File: config.mk
export PLATFORM = sky130hd
export DESIGN_NAME = rv_decode_issue
export DESIGN_NICKNAME = d
export VERILOG_FILES = /design/src/rtl/rv_decode_issue.sv
export SDC_FILE = /design/constraint.sdc
export NUM_CORES = 1
export LEC_CHECK = 0
export CAP_MARGIN = 10
export CORE_ASPECT_RATIO = 0.7
export CORE_MARGIN = 2
export CORE_UTILIZATION = 35
export DETAILED_ROUTE_END_ITERATION = 8
export GPL_TIMING_DRIVEN = 0
export PLACE_DENSITY_LB_ADDON = 0.15
export SETUP_SLACK_MARGIN = 0.2
export SLEW_MARGIN = 10
export SYNTH_ARGS = -nofsm -noshare
export SYNTH_HDL_FRONTEND = slang
export SYNTH_SLANG_ARGS = --single-unit
File: constraint.sdc
create_clock -name clk -period 2.38 [get_ports clk]
set_input_delay 0.476 -clock clk [delete_from_list [all_inputs] [get_ports clk]]
set_output_delay 0.476 -clock clk [all_outputs]
set_load 0.05 [all_outputs]
File: src/rtl/rv_decode_issue.sv
// Decode/issue stage: RV32 ADD/SUB/AND/OR/ADDI/ANDI/ORI into an
// ALU selector plus operands, with a local register file and writeback.
module rv_decode_issue #(
  parameter int DATA_W = 16,
  parameter int CNT_W  = 16
) (
  input  logic              clk,
  input  logic              rst_n,
  input  logic              in_valid,
  output logic              in_ready,
  input  logic [31:0]       in_instr,
  output logic              out_valid,
  input  logic              out_ready,
  output logic [3:0]        instruction_bits,
  output logic [DATA_W-1:0] a,
  output logic [DATA_W-1:0] b,
  output logic [4:0]        rd,
  input  logic              wb_en,
  input  logic [4:0]        wb_rd,
  input  logic [DATA_W-1:0] wb_data,
  output logic              illegal,
  output logic [CNT_W-1:0]  issued_cnt
);

  logic              valid_q, valid_d;
  logic [3:0]        bits_q, bits_d;
  logic [DATA_W-1:0] a_q, a_d;
  logic [DATA_W-1:0] b_q, b_d;
  logic [4:0]        rd_q, rd_d;
  logic              ill_q, ill_d;
  logic [CNT_W-1:0]  cnt_q, cnt_d;
  logic [DATA_W-1:0] rf_q [32];

  logic [6:0]        opcode;
  logic [2:0]        f3;
  logic [6:0]        f7;
  logic [4:0]        rs1, rs2;
  logic              is_r, is_i, f3_ok, legal;
  logic              accept;
  logic [DATA_W-1:0] op1, op2, imm;
  logic [3:0]        bits_n;
  logic [DATA_W-1:0] b_n;

  assign opcode = in_instr[6:0];
  assign f3     = in_instr[14:12];
  assign f7     = in_instr[31:25];
  assign rs1    = in_instr[19:15];
  assign rs2    = in_instr[24:20];
  assign is_r   = (opcode == 7'b0110011);
  assign is_i   = (opcode == 7'b0010011);
  assign f3_ok  = (f3 == 3'b000) || (f3 == 3'b110)
               || (f3 == 3'b111);
  assign legal  = (is_r && (((f7 == 7'b0000000) && f3_ok)
               || ((f7 == 7'b0100000) && (f3 == 3'b000))))
               || (is_i && f3_ok);

  assign in_ready = !valid_q || out_ready;
  assign accept   = in_valid && in_ready;

  // A same-cycle writeback wins over the stale register value.
  always_comb begin
    op1 = '0;
    op2 = '0;
    if (rs1 != 5'd0)
      op1 = (wb_en && (wb_rd == rs1)) ? wb_data : rf_q[rs1];
    if (rs2 != 5'd0)
      op2 = (wb_en && (wb_rd == rs2)) ? wb_data : rf_q[rs2];
  end

  assign imm = DATA_W'($signed(in_instr[31:20]));

  always_comb begin
    bits_n = '0;
    b_n    = '0;
    unique case (1'b1)
      is_r: begin
        bits_n = {in_instr[30], f3};
        b_n    = op2;
      end
      is_i: begin
        bits_n = {1'b0, f3};
        b_n    = imm;
      end
      default: begin
        bits_n = '0;
        b_n    = '0;
      end
    endcase
  end

  always_comb begin
    valid_d = valid_q;
    bits_d  = bits_q;
    a_d     = a_q;
    b_d     = b_q;
    rd_d    = rd_q;
    ill_d   = ill_q;
    cnt_d   = cnt_q;
    if (out_ready)
      valid_d = 1'b0;
    if (accept && legal) begin
      valid_d = 1'b1;
      bits_d  = bits_n;
      a_d     = op1;
      b_d     = b_n;
      rd_d    = in_instr[11:7];
      cnt_d   = cnt_q + CNT_W'(1);
    end
    if (accept && !legal)
      ill_d = 1'b1;
  end

  always_ff @(posedge clk or negedge rst_n) begin
    if (!rst_n) begin
      valid_q <= 1'b0;
      bits_q  <= '0;
      a_q     <= '0;
      b_q     <= '0;
      rd_q    <= '0;
      ill_q   <= 1'b0;
      cnt_q   <= '0;
    end else begin
      valid_q <= valid_d;
      bits_q  <= bits_d;
      a_q     <= a_d;
      b_q     <= b_d;
      rd_q    <= rd_d;
      ill_q   <= ill_d;
      cnt_q   <= cnt_d;
    end
  end

  always_ff @(posedge clk or negedge rst_n) begin
    if (!rst_n) begin
      for (int i = 0; i < 32; i++)
        rf_q[i] <= '0;
    end else if (wb_en && (wb_rd != 5'd0)) begin
      rf_q[wb_rd] <= wb_data;
    end
  end

  assign out_valid        = valid_q;
  assign instruction_bits = bits_q;
  assign a                = a_q;
  assign b                = b_q;
  assign rd               = rd_q;
  assign illegal          = ill_q;
  assign issued_cnt       = cnt_q;

endmodule
# Word level (Yosys, flattened, before mapping)
# Index checks and enable logic that the tools add are counted.
op_classes:
  eq_ne: 7
  div: 0
  add_sub_neg: 1
  n_reduce_logical: 24
  bitwise: 3
  mul: 0
  order_cmp: 4
  mux: 17
  shift: 0
ops:
  columns: ["cell", "n"]
  rows:
  - ["$bwmux 512", 1]
  - ["$bmux 16 s5", 2]
  - ["$mux 16", 9]
  - ["$demux 16 s5", 1]
  - ["$pmux 16 s2", 1]
  - ["$ge 6x6->1 const B", 3]
  - ["$not 5->6", 3]
  - ["$add 16x1->16 const B", 1]
  - ["$reduce_bool 5->1", 3]
  - ["$eq 7x6->1 const B", 2]
  - ["$logic_and 1x1->1", 11]
  - ["$eq 5x5->1", 2]
  - ["$pmux 4 s2", 1]
  - ["$eq 7x5->1 const B", 1]
  - ["$logic_not 7->1", 1]
  - ["$eq 3x3->1 const B", 2]
  - ["$lt 6x1->1 const B", 1]
  - ["$logic_or 1x1->1", 5]
  - ["$logic_not 3->1", 1]
  - ["$logic_not 1->1", 2]
  - ["$mux 1", 2]
  - ["$reduce_bool 2->1", 1]
totals:
  wordCells: 95
  latch_bits: 0
  memories: 0
  in_bits: 58
  ram_bits: 0
  romBits: 0
  register_bits: 571

# Longest topological paths before layout
depth:
  word_depth: 9
  ltp_mapped: 11
  depth_no_buf: 6

# Worst setup path before layout
# No wires, ideal clock.
synth_path:
  path_kind: "register -> register"
  startpoint: "register valid_q, in the netlist out_valid"
  endpoint: "register a_q[10], in the netlist a[10]"
  setup_time_ns: 0.090
  arrival_ns: 2.272
  path_slack_ns: 0.018
  synth_period_minus_slack_ns: 2.362
  path_stages_with_launch: 8
  cell_sequence: "dfrtp_1 -> nand2b_1 -> nand2_1 -> a2111o_1 -> nor2_1 -> nand2_1 -> clkbuf_1 -> o221ai_1"
synth_via:
  elab_chain_cells: 4
synth_lines:
  columns: ["item", "line_no", "text"]
  rows:
  - ["from (decl)", "25", "logic valid_q, valid_d;"]
  - ["from (signal assigned)", "123", "valid_q <= valid_d;"]
  - ["$logic_not 1->1", "57", "assign in_ready = !valid_q || out_ready;"]
  - ["$logic_or 1x1->1", "57", null]
  - ["via in_ready", "10", "output logic in_ready,"]
  - ["$logic_and 1x1->1", "58", "assign accept = in_valid && in_ready;"]
  - ["$logic_and 1x1->1", "101", "if (accept && legal) begin"]
  - ["to (signal assigned)", "117", "a_q <= '0;"]
  - ["to (signal assigned)", "125", "a_q <= a_d;"]
  - ["to (decl)", "27", "logic [DATA_W-1:0] a_q, a_d;"]
# The timed path passes the listed nets, and every way through them passes these cells.
# A chain may end at the register's enable or synchronous reset.

# Worst setup path after layout
layout_path:
  startpoint: "input in_instr[21]"
  endpoint: "register b_q[15], in the netlist b[15]"
layout_via:
  elab_chain_cells: 7
layout_lines:
  columns: ["item", "line_no", "text"]
  rows:
  - ["from (decl)", "11", "input logic [31:0] in_instr,"]
  - ["$not 5->6 (not written as such)", "67", "op2 = (wb_en && (wb_rd == rs2)) ? wb_data : rf_q[rs2];"]
  - ["$bmux 16 s5", "67", null]
  - ["$mux 16 (not written as such) (2 in a row)", "67", null]
  - ["$mux 16", "67", null]
  - ["$mux 16 *", "66", "if (rs2 != 5'd0)"]
  - ["$pmux 16 s2 *", "75", "unique case (1'b1)"]
  - ["to (signal assigned)", "118", "b_q <= '0;"]
  - ["to (signal assigned)", "126", "b_q <= b_d;"]
  - ["to (decl)", "28", "logic [DATA_W-1:0] b_q, b_d;"]
# Mark *: on every way between the ends. The rest lies on a longest branch, timed or not. The select of a mux whose other input is x is not followed.

==> results by group <==
Placed design
  – Post-DP HPWL: 86.25 mm
  – Port-buffer cells: 105
  – Pre-CTS setup slack: -1.840 ns
  – Routability cong.: 0.9983

Synth
  – Post-synth ARST share: 100.0%
  – Largest family of logic cells by synthesized area: multiplexers
  – Seq/Total Area, Yosys: 47.27%
  – Syn Inst Count: 2130
  – Synthesized area: 30230 sq um
  – Leading area contributor after synthesis: dfrtp_1
  – Mapped Nets: 2189
  – Compound-Gate Fraction of Synth Area: 5.034%
  – Adder-cell share of the synthesized area: 0.04140%
  – Number of synthesized flops with an enable pin: 0
  – Share of the synthesized area in the top cell type: 47.27%
  – Xor and xnor area share after synthesis: 0.7244%
  – Synth top area cells: dfrtp_1 47%, mux2_2 19%, mux4_2 17%, mux2i_1 2.9%, clkbuf_1 1.8%
  – Multiplexer share of the synthesized area: 39.21%
  – Simple-gate share of the synthesized area: 4.558%
  – Top FF cell, synth: dfrtp_1
  – Unique masters post-synth: 63
  – Yosys warnings: 0
  – Yosys reg bits: 571
  – Syn Area/Cell: 14.19 sq um

Clock network
  – CTS tree: built
  – H-Tree Depth: 2
  – Clk_lat worst skew: 0.66 ns
  – Clk slew on worst S/H paths: 0.07 ns
  – Clk sink count: 571
  – Clk buf depth: 3
  – Total CTS buffers: 59
  – Clock root cell: clkbuf_16

Worst setup path
  – Crit path cell chain: buf_4, buf_6, buf_4, clkbuf_8, mux4_2, a21oi_1, nand4_1, nand2_1, a31oi_1
  – FF-to-FF End: b[8]$_DFFE_PN0P_
  – CP max stage delay: 0.37 ns
  – Kind of critical path: in2reg
  – Critical Path Sink: b[15]$_DFFE_PN0P_
  – CP arrival: 2.86 ns
  – Crit end category: flip-flop
  – Startpoint types: input port
  – Reg2Reg Setup Slack: 0.10 ns
  – Worst Path Required: 2.90 ns
  – Critical path's top delay family: buffers and inverters
  – Crit-path most repeated cell: buf_4
  – Critical path startpoint: in_instr[21]
  – WP buf/inv: 4
  – CP max-delay cell: nand2_1
  – R2R depth: 5
  – Stages on the worst setup path: 9
  – FF-to-FF Start: rf_q[136]$_DFFE_PN0P_
  – Crit Path Max Fanout: 10

Timing
  – Slew @ Worst Pin: 1.163 ns
  – Minimum clock period: 2.344 ns
  – Setup WS post-layout: 0.03621 ns
  – Period utilization: 98.48%
  – Final Max Tran Viols: 0
  – Max_slew headroom: 22.49%
  – Setup TNS: 0 ns
  – Final hold vios: 0
  – Fmax achieved: 426.7 MHz
  – Unrepaired setup endpoints after global routing: yes
  – Post-Route Skew: 0.02290 ns
  – Setup violations, final: 0

Floorplanning
  – Die H: 249.9 um
  – Initial Util: 35.22%
  – Die Wd: 355.2 um
  – IO Pins: 118
  – FP Rows: 90
  – Die area: 88760 sq um
  – Core area: 85810 sq um

Power and ir drop
  – VDD IR-drop max: 648.3 uV
  – Power per Cell Area: 789.8 nW/um^2
  – Leak: 15.47 nW

Route
  – DR vias: 21450
  – Routed WL per cell: 34.13 um
  – First-pass iteration count of the detailed router: 6
  – Residual DRC: 0
  – Routed Antenna Nets: 0
  – Total wire length: 120.2 mm
  – Vias per cell: 6.089
  – Initial DRC Count: 2253

Final layout
  – Layout cells sized above 1: 45.21%
  – Total Nets Final: 2386
  – P&R area growth vs syn: 18.84%

GRT
  – First-pass GRT wire length: 169.0 mm
  – GR Overflow Total: 0
  – Largest net degree at the start of global routing: 109
  – Number of antenna violations at the first check in global routing: 8
  – Vias in the first global route: 21870
  – GRT Util Overall: 27.03%

Run status
  – Status: complete, no violations

Min path
  – Hold Path Class: in2reg

Job
  – Max capacitance violation total: 0
[worst min-delay path, stage by stage]
cell           delay, ns
dlygate4sd2_1       0.25
nand2_1             0.06
a21oi_1             0.06
[cells in the mapped netlist, types with 13 or more instances]
cell	n
mux2i_1	87
nand2_1	100
xor2_1	13
nor2_1	51
o221ai_1	60
buf_2	50
a21oi_1	29
clkbuf_1	145
and2_1	13
mux4_2	231
a31oi_1	26
nand3_1	20
mux2_2	513
a211oi_1	16
nor2b_1	22
dfrtp_1	571
a21o_1	16
[placed cells by master (no fill, tap or decap), types with 6 or more instances in the layout]
master	count
a211oi_1	15
a21o_1	16
a21oi_1	28
a31oi_1	24
and2_1	13
buf_12	9
buf_2	9
buf_4	46
buf_6	24
clkbuf_1	101
clkbuf_16	62
clkbuf_2	36
clkbuf_4	23
clkbuf_8	20
clkdlybuf4s50_1	29
clkinv_2	8
dfrtp_1	571
dlygate4sd2_1	59
dlymetal6s2s_1	6
inv_1	8
mux2_2	512
mux2i_1	85
mux4_2	231
nand2_1	98
nand2b_1	8
nand3_1	20
nand3b_1	6
nor2_1	34
nor2_4	17
nor2b_1	19
nor3_1	9
o21a_1	6
o21ai_0	6
o221ai_1	45
o221ai_2	14
o22ai_1	10
xnor2_1	12
xor2_1	13
[kinds of logic after synthesis]
logic type	count (synthesis)
flops	571
xor+xnor	25
buf+inv	223
compound gates	204
simple gates	275
fa+ha+maj	1
mux	831
[final cells by class]
class,instances,area [sq um]
diodes,4,10.01
well taps,1150,1439
multi-input cells,1337,15420
repair buffers,135,1326
clock buffers,89,1762
clock inverters,14,197.7
flip-flops and latches,571,14290
plain buffers,214,1435
fillers,7901,49890
inverters,9,38.79
[state kept, by name, indices dropped and copies added, names as in the netlist]
| register | cells |
|---|---|
| illegal | 1 |
| a | 16 |
| out_valid | 1 |
| b | 16 |
| issued_cnt | 16 |
| rf_q | 512 |
| rd | 5 |
| instruction_bits | 4 |
[what timing repair did]
item	4_1_cts	5_1_grt
endpoints found under the setup margin	482	377
setup buffers	11	11
gates cloned	2	1
resized for setup	272	70
pin swaps	16	11
hold buffers	1	0
endpoints found under the hold margin	96	0
[routing by layer]
| metal | up-vias | GRT usage [%] | routed length, um |
|---|---|---|---|
| li1 | 8576 | - | - |
| met1 | 11720 | 40.31 | 54780 |
| met2 | 967 | 37.95 | 50100 |
| met3 | 185 | 8.161 | 11930 |
| met4 | 6 | 6.998 | 3392 |
| met5 | - | 0 | 35 |
[how the worst min path moves through the flow]
stage                                    start                         end  depth (start not counted)
floorplan                                rst_n            a[0]$_DFFE_PN0P_                          0
global placement         rf_q[501]$_DFFE_PN0P_       rf_q[501]$_DFFE_PN0P_                          1
detailed placement  issued_cnt[15]$_DFFE_PN0P_  issued_cnt[15]$_DFFE_PN0P_                          1
CTS                               in_instr[29]            b[9]$_DFFE_PN0P_                          3
global route                      in_instr[29]            b[9]$_DFFE_PN0P_                          3
finish                            in_instr[29]            b[9]$_DFFE_PN0P_                          3
[per-stage QoR]
step	util, %	hold slack, ns	instances	cell area, sq um	power, W
after floorplan	-	0.1804	2130	30430	0.01636
after global placement	38.36	0.4540	3385	32920	0.01830
after detailed placement	38.54	0.4641	3390	33070	0.01854
after CTS	41.55	0.2049	3507	35660	0.02838
after global routing	41.85	0.2384	3519	35910	0.02940
final	41.86	0.2374	3523	35920	0.02837
[power breakdown]
| group | internal, W | leakage (nW) | switching [W] |
|---|---|---|---|
| Combinational | 0.00321 | 7.14 | 0.00271 |
| Sequential | 0.0114 | 7.36 | 0.00126 |
| Clock | 0.00560 | 0.965 | 0.00420 |
| Total | 0.0202 | 15.5 | 0.00817 |
No activity file was read; power rests on OpenSTA's default activity.
